File: config.mk
export PLATFORM = sky130hd
export DESIGN_NAME = instr_fetch
export DESIGN_NICKNAME = d
export VERILOG_FILES = /design/src/rtl/instr_fetch.sv
export SDC_FILE = /design/constraint.sdc
export NUM_CORES = 1
export LEC_CHECK = 0
export CAP_MARGIN = 20
export CORE_AREA = 2 2 123 125
export DETAILED_ROUTE_END_ITERATION = 12
export DIE_AREA = 0 0 125 127
export PLACE_DENSITY = 0.79
export SETUP_SLACK_MARGIN = 0.15
export SLEW_MARGIN = 25
export SYNTH_ARGS = -nofsm -noshare
export SYNTH_HDL_FRONTEND = slang
export SYNTH_SLANG_ARGS = --single-unit
File: constraint.sdc
create_clock -name clk -period 6 [get_ports clk]
set_input_delay 1.2 -clock clk [delete_from_list [all_inputs] [get_ports clk]]
set_output_delay 1.2 -clock clk [all_outputs]
set_load 0.005 [all_outputs]
File: src/rtl/instr_fetch.sv
// Instruction fetch stage: one outstanding bus read at a time, results queued for decode.
// Misaligned PCs and bus errors are turned into faulting NOP entries.
module instr_fetch #(
    parameter int          FIFO_DEPTH = 2,
    parameter logic [31:0] NOP_INSTR  = 32'h00000013
) (
    input  logic        clk,
    input  logic        rst_n,
    input  logic [31:0] pc_in,
    output logic        pc_advance,
    input  logic        flush,
    output logic        imem_req,
    output logic [31:0] imem_addr,
    input  logic        imem_gnt,
    input  logic        imem_rvalid,
    input  logic [31:0] imem_rdata,
    input  logic        imem_err,
    output logic        instr_valid,
    input  logic        instr_ready,
    output logic [31:0] instr_out,
    output logic [31:0] instr_pc,
    output logic        instr_fault
);
    localparam int PW = (FIFO_DEPTH > 1) ? $clog2(FIFO_DEPTH) : 1;
    localparam int CW = PW + 1;
    localparam logic [CW-1:0] DEPTH_C = CW'(FIFO_DEPTH);

    typedef enum logic [1:0] {IDLE, REQ, WAIT, DROP} state_t;

    state_t        state_q, state_d;
    logic [31:0]   req_addr_q, req_addr_d;
    logic [PW-1:0] wr_ptr_q, wr_ptr_d;
    logic [PW-1:0] rd_ptr_q, rd_ptr_d;
    logic [CW-1:0] count_q, count_d;

    logic [31:0] word_mem  [FIFO_DEPTH];
    logic [31:0] pc_mem    [FIFO_DEPTH];
    logic        fault_mem [FIFO_DEPTH];

    logic        fifo_empty, outstanding, space_avail, pc_aligned;
    logic        start_fetch, take_misaligned;
    logic        push, pop;
    logic [31:0] push_word, push_pc;
    logic        push_fault;

    // A slot is reserved while a fetch is in REQ/WAIT, so a response can never overflow.
    assign fifo_empty      = (count_q == '0);
    assign outstanding     = (state_q == REQ) || (state_q == WAIT);
    assign space_avail     = (count_q + CW'(outstanding)) < DEPTH_C;
    assign pc_aligned      = (pc_in[1:0] == 2'b00);
    assign start_fetch     = (state_q == IDLE) && !flush && space_avail && pc_aligned;
    assign take_misaligned = (state_q == IDLE) && !flush && space_avail && !pc_aligned;

    always_ff @(posedge clk) begin
        if (!rst_n) begin
            state_q <= IDLE;
        end else begin
            state_q <= state_d;
        end
    end

    always_comb begin
        state_d = state_q;
        case (state_q)
            IDLE: if (start_fetch) state_d = REQ;
            REQ: begin
                if (imem_gnt) state_d = flush ? DROP : WAIT;
                else if (flush) state_d = IDLE;
            end
            WAIT: begin
                if (imem_rvalid) state_d = IDLE;
                else if (flush) state_d = DROP;
            end
            DROP: if (imem_rvalid) state_d = IDLE;
            default: state_d = IDLE;
        endcase
    end

    always_comb begin
        imem_req   = rst_n && (state_q == REQ);
        imem_addr  = req_addr_q;
        pc_advance = rst_n && !flush && (take_misaligned || ((state_q == REQ) && imem_gnt));
        push       = 1'b0;
        push_word  = NOP_INSTR;
        push_pc    = pc_in;
        push_fault = 1'b1;
        if (take_misaligned) begin
            push = 1'b1;
        end else if ((state_q == WAIT) && imem_rvalid && !flush) begin
            push       = 1'b1;
            push_word  = imem_err ? NOP_INSTR : imem_rdata;
            push_pc    = req_addr_q;
            push_fault = imem_err;
        end
    end

    always_comb begin
        instr_valid = rst_n && !fifo_empty;
        instr_out   = NOP_INSTR;
        instr_pc    = '0;
        instr_fault = 1'b0;
        if (instr_valid) begin
            instr_out   = word_mem[rd_ptr_q];
            instr_pc    = pc_mem[rd_ptr_q];
            instr_fault = fault_mem[rd_ptr_q];
        end
    end

    assign pop = instr_valid && instr_ready;

    always_comb begin
        req_addr_d = start_fetch ? pc_in : req_addr_q;
        wr_ptr_d   = wr_ptr_q;
        rd_ptr_d   = rd_ptr_q;
        count_d    = count_q;
        if (flush) begin
            wr_ptr_d = '0;
            rd_ptr_d = '0;
            count_d  = '0;
        end else begin
            if (push) wr_ptr_d = wr_ptr_q + PW'(1);
            if (pop)  rd_ptr_d = rd_ptr_q + PW'(1);
            if (push && !pop)      count_d = count_q + CW'(1);
            else if (!push && pop) count_d = count_q - CW'(1);
        end
    end

    always_ff @(posedge clk) begin
        if (!rst_n) begin
            req_addr_q <= '0;
            wr_ptr_q   <= '0;
            rd_ptr_q   <= '0;
            count_q    <= '0;
        end else begin
            req_addr_q <= req_addr_d;
            wr_ptr_q   <= wr_ptr_d;
            rd_ptr_q   <= rd_ptr_d;
            count_q    <= count_d;
        end
    end

    always_ff @(posedge clk) begin
        if (push && !flush) begin
            word_mem[wr_ptr_q]  <= push_word;
            pc_mem[wr_ptr_q]    <= push_pc;
            fault_mem[wr_ptr_q] <= push_fault;
        end
    end
endmodule

==> flow_summary.yaml, run 1 <==
logic_synthesis:
  synth_flop_cell: "edfxtp_1"
  netlist_top_cells_area: "edfxtp_1 54%, mux2i_1 14%, dfxtp_1 11%"
  synth_largest_area_cell: "edfxtp_1"
  synthCells: 508
  synth_seq_cells: 169
  yosys_warnings: 0
  synth_area_um2: 7166
  synth-edff-count: 130
  async_flop_share_pct: 0
  synth_nets: 585
  yosysSeqAreaShare_pct: 65.37
  avgSynthCellArea_um2: 14.11
  netlist-cell-type-count: 33
  yosysTopAreaCellShare_pct: 54.48
  synth_most_common_cell: "edfxtp_1"
  synth_commonest_cells: "130 x edfxtp_1, 97 x mux2i_1, 68 x nor2_1, 39 x dfxtp_1, 31 x and2_1"
worst_setup_path:
  crit_path_top_delay_cell: "clkdlybuf4s50_1"
  critical_path_class: "in -> out"
  path_buf_inv: 5
  arrival_ns: 3.49
  required_ns: 4.80
  crit_family: "buffers and inverters"
  critPathMaxFanout: 39
  crit_path_end_kind: "primary output"
  crit_path_max_incr_delay_ns: 0.50
  cp-start-kind: "primary input"
  crit_path_cell_trace: "clkdlybuf4s50_1 -> buf_4 -> o21ai_4 -> buf_4 -> inv_1 -> nand2_1 -> clkdlybuf4s50_1"
clocking:
  clock_sinks: 169
  clk_path_buf_depth: 2
  cts_hold_buf: 0
  cts_tree: "yes"
  cts_root_buf: "clkbuf_16"
  clk_pin_slew_ns: 0.06
  post_cts.repair.setup_buffers: 0
  cts_max_level: 4
  cts_made_buffers: 17
  post_cts_resized: 0
  clk_latency_ns: 0.42
power:
  fin_total_pwr_mw: 2.802
  ir_worst_vdd_mv: 0.2225
  power.density_nw_per_um2: 290.7
  leakage_nw: 3.156
global_routing:
  antenna_found_initial: 0
  groute.usage.overall_pct: 19.40
  grt_pass1_wl_um: 23980
  grt_max_degree: 66
  grt_pass1_vias: 4733
  grt_overflow_total: 0
outcome:
  status: "finished clean"
place:
  gp_congestion: 0.7926
  io_buffer_count: 170
  place_ws_ns: 1.273
  place_area_um2: 9072
  dp_hpwl_um: 9927
  dp_cells: 844
timing:
  min_period_ns: 4.694
  setup_tns_ns: 0
  finalSetupViolations: 0
  drv_slew: 0
  finalClockSkew_ns: 0.005674
  post-route-period-util_pct: 78.23
  hold_ws_ns: 0.5061
  fmax_mhz: 213.0
  relSlewSlack_pct: 40.23
  setup_ws_ns: 1.306
  worst_pin_slew_ns: 0.8966
  hold_viol: 0
  rsz0062_at_grt: "no"
finish:
  final_util_pct: 66.82
  fin_area_um2: 9638
  layout.cells.non_filler: 876
  antennaDiodeCount: 0
  drive_gt1_share_pct: 10.84
  fin_nets: 756
  area_growth_pct: 34.50
  nFillCells: 1005
die:
  die_area_um2: 15880
  initial_core_util_pct: 49.68
  chipWidth_um: 125
  core_area_um2: 14420
  rows: 44
  chipHeight_um: 127
  num_io_pins: 171
run:
  cap_violations: 0
worst_hold_path:
  hold_path.class: "reg -> reg"
routing:
  routedWlPerCell_um: 17.29
  viasPerCell: 5.137
  drc_errors: 0
  drt-total-wl_um: 15150
  dr_total_vias: 4500
  drt-pass1-iter-count: 4
  drtIter0Drc: 287
  antenna_left: 0
==> layout make-up <==
type | instances | area (um^2) | share of cell area, %
flip-flops and latches | 169 | 4688 | 48.64
clock inverters | 14 | 131.4 | 1.363
multi-input cells | 305 | 2351 | 24.39
repair buffers | 179 | 1782 | 18.49
clock buffers | 18 | 429.2 | 4.453
inverters | 7 | 26.28 | 0.2726
well taps | 184 | 230.2 | 2.389
==> cell usage in the layout (no fill, tap or decap), types with 2 or more instances in the layout <==
cell type | Yosys | final
a21oi_1 | 5 | 4
and2_1 | 31 | 30
and3b_1 | 4 | 4
buf_4 | 2 | 8
bufinv_16 | 0 | 2
clkbuf_16 | 0 | 17
clkdlybuf4s50_1 | 0 | 170
clkinv_1 | 0 | 3
clkinv_2 | 0 | 4
clkinvlp_4 | 0 | 3
dfxtp_1 | 39 | 38
edfxtp_1 | 130 | 130
ha_1 | 6 | 6
inv_1 | 7 | 7
mux2_1 | 2 | 2
mux2_2 | 30 | 30
mux2i_1 | 97 | 97
nand2_1 | 11 | 11
nand2b_1 | 2 | 2
nor2_1 | 68 | 68
nor2b_1 | 30 | 30
or3_1 | 4 | 4
xor2_1 | 3 | 3
==> worst register-to-register path: stages (launching register included) <==
cell,delay [ns]
dfxtp_1,0.38
inv_1,0.10
ha_1,0.32
and3b_1,0.26
or4_1,0.61
a21oi_4,0.17
buf_4,0.71
==> routing by layer <==
layer | GRT usage [%] | up-vias | wire length [um]
met3 | 6.868 | 22 | 1226
li1 | - | 2159 | -
met4 | 7.059 | 0 | 238
met1 | 24.08 | 2146 | 6637
met2 | 31.68 | 173 | 7045
met5 | 0 | - | 0
==> path summary, 6_finish.rpt <==
kind / cells after the start / from / slack, ns / endpoint
worst max-delay path: 7 / rst_n / 1.31 / instr_out[0]
worst min-delay path: 2 / state_q[1] / 0.51 / state_q[1]
worst min register to register: 2 / state_q[1] / 0.51 / state_q[1]
worst max register to register: 6 / state_q[0] / 3.05 / word_mem[0][3]
==> where the power goes <==
part	switching, mW	total [mW]	internal [mW]
sequential	0.0355	1.40	1.36
combinational	0.181	0.374	0.193
clock	0.422	1.03	0.606
==> sequential cells by signal, summed over array words and instances, names as in the netlist, named ones only <==
signal     cells
pc_mem        64
word_mem      64
imem_addr     32
count_q        2
fault_mem      2
state_q        2
rd_ptr_q       1
wr_ptr_q       1
==> cell families (layout without fill, tap and decap cells) <==
kind of cell               after synthesis  after routing  synth area share (%)
AOI/OAI and AO/OA                       12             12                 1.362
DFF                                    169            169                 65.37
xor gates and xnor gates                 3              3                0.3668
buffers and inverters                   34            218                 2.305
muxes                                  129            129                 18.58
and+or+nand+nor                        155            155                 10.97
adders and majority gates                6              6                 1.048
Power figures use the tool's default switching activity.
==> run 2, diff against run 1 <==
CORE_AREA = 2 2 130 132   (was 2 2 123 125)
DIE_AREA = 0 0 132 134   (was 0 0 125 127)
PLACE_DENSITY = 0.75   (was 0.79)
clock period = 3.9 ns   (was 6 ns; I/O delays follow)
==> flow_summary.yaml, run 2 (synthesized netlist as in run 1, its figures left out) <==
finish:
  final_common_cell: "clkdlybuf4s50_1"
  final_cell_mix: "170 x clkdlybuf4s50_1, 130 x edfxtp_1, 97 x mux2i_1"
  fin_nets: 759
  area.sequential_um2: 4688
  nFillCells: 1286
  area_growth_pct: 35.74
  drive_gt1_share_pct: 10.94
  antennaDiodeCount: 0
  multi_input_area_um2: 2347
clocking:
  cts_max_level: 4
  cts_made_buffers: 17
  clk_pin_slew_ns: 0.06
  cts_root_buf: "clkbuf_16"
  clk_path_buf_depth: 2
  clock_sinks: 169
  clk_latency_ns: 0.43
  post_cts_resized: 0
  cts_tree: "yes"
  cts_hold_buf: 0
  post_cts.repair.setup_buffers: 0
global_routing:
  grt_pass1_vias: 4753
  groute.usage.overall_pct: 17.64
  grt_pass1_wl_um: 24130
  grt_overflow_total: 0
  grt_max_degree: 66
  antenna_found_initial: 0
power:
  combPwrFrac_pct: 13.9
  clockPowerShare_pct: 36.0
  leakage_nw: 3.176
  power_frac_seq_pct: 50.1
  p_sw_share_pct: 23.00
  ir_worst_vdd_mv: 0.2883
  fin_total_pwr_mw: 4.299
  netSwitchingPower_uw: 989.0
  power.density_nw_per_um2: 442.0
  internal_power_mw: 3.310
routing:
  viasPerCell: 4.917
  drt-pass1-iter-count: 4
  drtIter0Drc: 199
  routedWlPerCell_um: 16.92
  dr_total_vias: 4499
  drc_errors: 0
  drt-total-wl_um: 15490
  antenna_left: 0
place:
  io_buffer_count: 170
  gp_congestion: 0.7732
  dp_hpwl_um: 10200
worst_setup_path:
  crit_path_max_incr_delay_ns: 0.62
  cp-start-kind: "register"
  crit_path_end_kind: "primary output"
  critPathMaxFanout: 4
  required_ns: 3.12
  crit_family: "simple AND/OR/NAND/NOR gates"
  critical_path_class: "reg -> out"
  crit_path_cell_trace: "inv_1 -> ha_1 -> and3b_1 -> or4_1 -> a21oi_1 -> clkdlybuf4s50_1"
  crit_path_top_delay_cell: "or4_1"
  arrival_ns: 2.76
  path_buf_inv: 2
die:
  chipWidth_um: 132
  rows: 47
  initial_core_util_pct: 43.99
  core_area_um2: 16290
  num_io_pins: 171
  die_area_um2: 17690
  chipHeight_um: 134
timing:
  worst_pin_slew_ns: 0.7108
  fmax_mhz: 282.6
  rsz0062_at_grt: "no"
  min_period_ns: 3.539
  drv_slew: 0
  setup_tns_ns: 0
  finalSetupViolations: 0
  hold_viol: 0
  post-route-period-util_pct: 90.74
  finalClockSkew_ns: 0.008292
  relSlewSlack_pct: 52.43
worst_hold_path:
  hold_path.class: "reg -> reg"
run:
  cap_violations: 0
outcome:
  status: "finished clean"
run 2: cell types whose count changed in the layout (fill, tap and decap cells not counted), moves of 2 or more:
cell,previous run,this run
clkbuf_1,1,6
buf_12,1,4
clkbuf_8,0,3
clkinv_1,3,0
clkinv_2,4,1
bufinv_16,2,0
run 2: per-stage QoR:
step                instance area [um^2]  hold slack, ns  cells  utilization, %  setup slack, ns
floorplan                           7177          0.4677    508               -           0.4078
global placement                    9179          0.4811    883           56.35           0.4697
detailed placement                  9179          0.5098    883           56.35           0.4487
CTS                                 9727          0.5283    915           59.71           0.3321
global route                        9727          0.5605    915           59.71           0.2246
finish                              9727          0.5240    915           59.71           0.3611
run 2: area by class of cell:
cell class | count | share of cell area (%)
Clock inverter | 5 | 0.3473
Sequential cell | 169 | 48.20
Timing Repair Buffer | 182 | 18.93
Inverter | 7 | 0.2701
Clock buffer | 27 | 5.287
Multi-Input combinational cell | 305 | 24.13
Tap cell | 220 | 2.830
run 2: path summary, 6_finish.rpt:
kind,cells past startpoint,endpoint,from,slack [ns]
hold reg to reg,2,register,rd_ptr_q,0.52
setup / recovery,6,pc_advance,state_q[1],0.36
setup reg to reg,7,count_q[1],state_q[1],1.21
hold / removal,2,register,rd_ptr_q,0.52
run 2: power by group through the flow:
stage	clock (mW)	sequential [mW]	combinational (mW)
after global placement	0	2.18	0.591
after global routing	1.64	2.17	0.650
after floorplan	0	2.18	0.295
final	1.55	2.15	0.598
after detailed placement	0	2.19	0.602
after CTS	1.58	2.15	0.607
run 2: routing by layer:
metal / part of all wire (%) / GRT usage, % / routed length (um) / vias to the layer above
met1: 43 / 21.26 / 6643 / 2140
li1: - / - / - / 2164
met4: 1.5 / 6.643 / 232 / 0
met2: 48 / 29.31 / 7373 / 173
met5: 0 / 0 / 0 / -
met3: 8.0 / 6.198 / 1236 / 22
run 2: worst reg2reg max path: cells and delay by family, from the launching register on:
kind | cells | cell delay [ns]
adder cells (fa/ha/maj) | 2 | 0.70
AO/OA/AOI/OAI | 2 | 0.81
buffers and inverters | 1 | 0.11
flip-flops | 1 | 0.39
AND/OR/NAND/NOR | 2 | 0.62
==> run 3, diff against run 2 <==
PLACE_DENSITY = 0.79   (was 0.75)
==> flow_summary.yaml, run 3 (synthesized netlist as in run 1, its figures left out) <==
clocking:
  cts_made_buffers: 17
  cts_root_buf: "clkbuf_16"
  post_cts.repair.setup_buffers: 0
  clk_path_buf_depth: 2
  clk_latency_ns: 0.42
  cts_hold_buf: 0
  clock_sinks: 169
  post_cts_resized: 0
  cts_tree: "yes"
  cts_max_level: 4
  clk_pin_slew_ns: 0.06
global_routing:
  groute.usage.overall_pct: 16.95
  grt_pass1_wl_um: 23600
  grt_pass1_vias: 4631
  antenna_found_initial: 0
  grt_max_degree: 66
  grt_overflow_total: 0
timing:
  setup_tns_ns: 0
  fmax_mhz: 280.3
  min_period_ns: 3.568
  worst_pin_slew_ns: 0.8817
  post-route-period-util_pct: 91.48
  finalClockSkew_ns: 0.007724
  setup_ws_ns: 0.3324
  relSlewSlack_pct: 41.00
  drv_slew: 0
  rsz0062_at_grt: "no"
  hold_viol: 0
  finalSetupViolations: 0
routing:
  drt-total-wl_um: 14830
  viasPerCell: 4.916
  antenna_left: 0
  dr_total_vias: 4498
  drc_errors: 0
  drtIter0Drc: 206
  routedWlPerCell_um: 16.20
  drt-pass1-iter-count: 4
worst_setup_path:
  crit_family: "simple AND/OR/NAND/NOR gates"
  crit_path_end: "pc_advance"
  reg2reg_to: "word_mem[1][1]"
  critical_path_depth: 6
  reg2regPathDepth: 6
  critical_path_class: "reg -> out"
  crit_path_max_incr_delay_ns: 0.62
  r2r-start: "state_q[0]"
  required_ns: 3.12
  path_buf_inv: 2
  r2r_slack_ns: 0.98
  arrival_ns: 2.79
  crit_path_top_delay_cell: "or4_1"
  startpoint: "state_q[0]"
  crit_path_end_kind: "primary output"
  cp-start-kind: "register"
  crit_path_cell_trace: "inv_1 -> ha_1 -> and3b_1 -> or4_1 -> a21oi_1 -> clkdlybuf4s50_1"
  critPathMaxFanout: 4
finish:
  final_cell_mix: "170 x clkdlybuf4s50_1, 130 x edfxtp_1, 97 x mux2i_1"
  area_growth_pct: 36.62
  area.sequential_um2: 4688
  nFillCells: 1236
  antennaDiodeCount: 0
  final_util_pct: 60.10
  layout.cells.non_filler: 915
  fin_nets: 759
  drive_gt1_share_pct: 11.65
  final_common_cell: "clkdlybuf4s50_1"
  multi_input_area_um2: 2347
power:
  leakage_nw: 3.221
  power.density_nw_per_um2: 459.1
  ir_worst_vdd_mv: 0.2955
die:
  rows: 47
  die_area_um2: 17690
  num_io_pins: 171
  core_area_um2: 16290
  initial_core_util_pct: 43.99
  chipWidth_um: 132
  chipHeight_um: 134
place:
  dp_hpwl_um: 10150
  place_ws_ns: 0.4112
  io_buffer_count: 170
  gp_congestion: 0.7957
  dp_cells: 883
outcome:
  status: "finished clean"
run:
  cap_violations: 0
worst_hold_path:
  hold_path.class: "reg -> reg"
  hold_start: "state_q[1]"
==> run 3: changes by cell type in the layout (fill, tap and decap cells not counted), sizes merged <==
| cell | change |
|---|---|
| inv | +2 |
| clkbuf | -10 |
| clkinv | +6 |
| clkinvlp | -2 |
| bufinv | +4 |
==> run 3: worst reg2reg max path: stages (launching register included) <==
cell,delay [ns]
dfxtp_1,0.38
inv_1,0.10
ha_1,0.34
and3b_1,0.26
o41ai_1,0.71
and2_4,0.48
buf_12,0.32
==> run 3: final cells by class <==
class                      instances  area share [%]
clock inverter                    15           2.019
tap                              220           2.812
timing repair buffer             182           18.69
multi-input combinational        305           23.98
inverter                           7          0.2684
sequential                       169           47.89
clock buffer                      17           4.346
==> run 3: where the power goes <==
group | total [mW] | leakage, nW | switching, mW | internal [mW]
sequential | 2.15 | 1.49 | 0.0537 | 2.10
combinational | 0.590 | 1.42 | 0.281 | 0.309
clock | 1.75 | 0.307 | 0.679 | 1.08
total | 4.49 | 3.22 | 1.01 | 3.48
==> run 3: routing by layer <==
layer	global-route usage (%)	vias up	part of all wire [%]
met5	0	-	0
met4	5.495	0	1.1
met3	4.119	12	5.2
met2	28.85	141	49
met1	21.40	2171	45
li1	-	2174	-
==> run 3: worst min path at each step <==
| stage | to | depth (start not counted) | slack [ns] |
|---|---|---|---|
| 3_5_place_dp | state_q[1] | 2 | 0.52 |
| 3_3_place_gp | state_q[1] | 2 | 0.48 |
| 2_1_floorplan | state_q[1] | 2 | 0.47 |
| 5_1_grt | state_q[1] | 2 | 0.55 |
| 6_report | state_q[1] | 2 | 0.53 |
| 4_1_cts | state_q[1] | 2 | 0.52 |
==> run 3: through the flow <==
stage	hold WS [ns]	power (mW)	area, um^2
floorplan	0.4677	2.472	7177
global placement	0.4803	2.756	9166
detailed placement	0.5157	2.782	9166
CTS	0.5242	4.533	9789
global route	0.5479	4.671	9789
finish	0.5250	4.494	9789
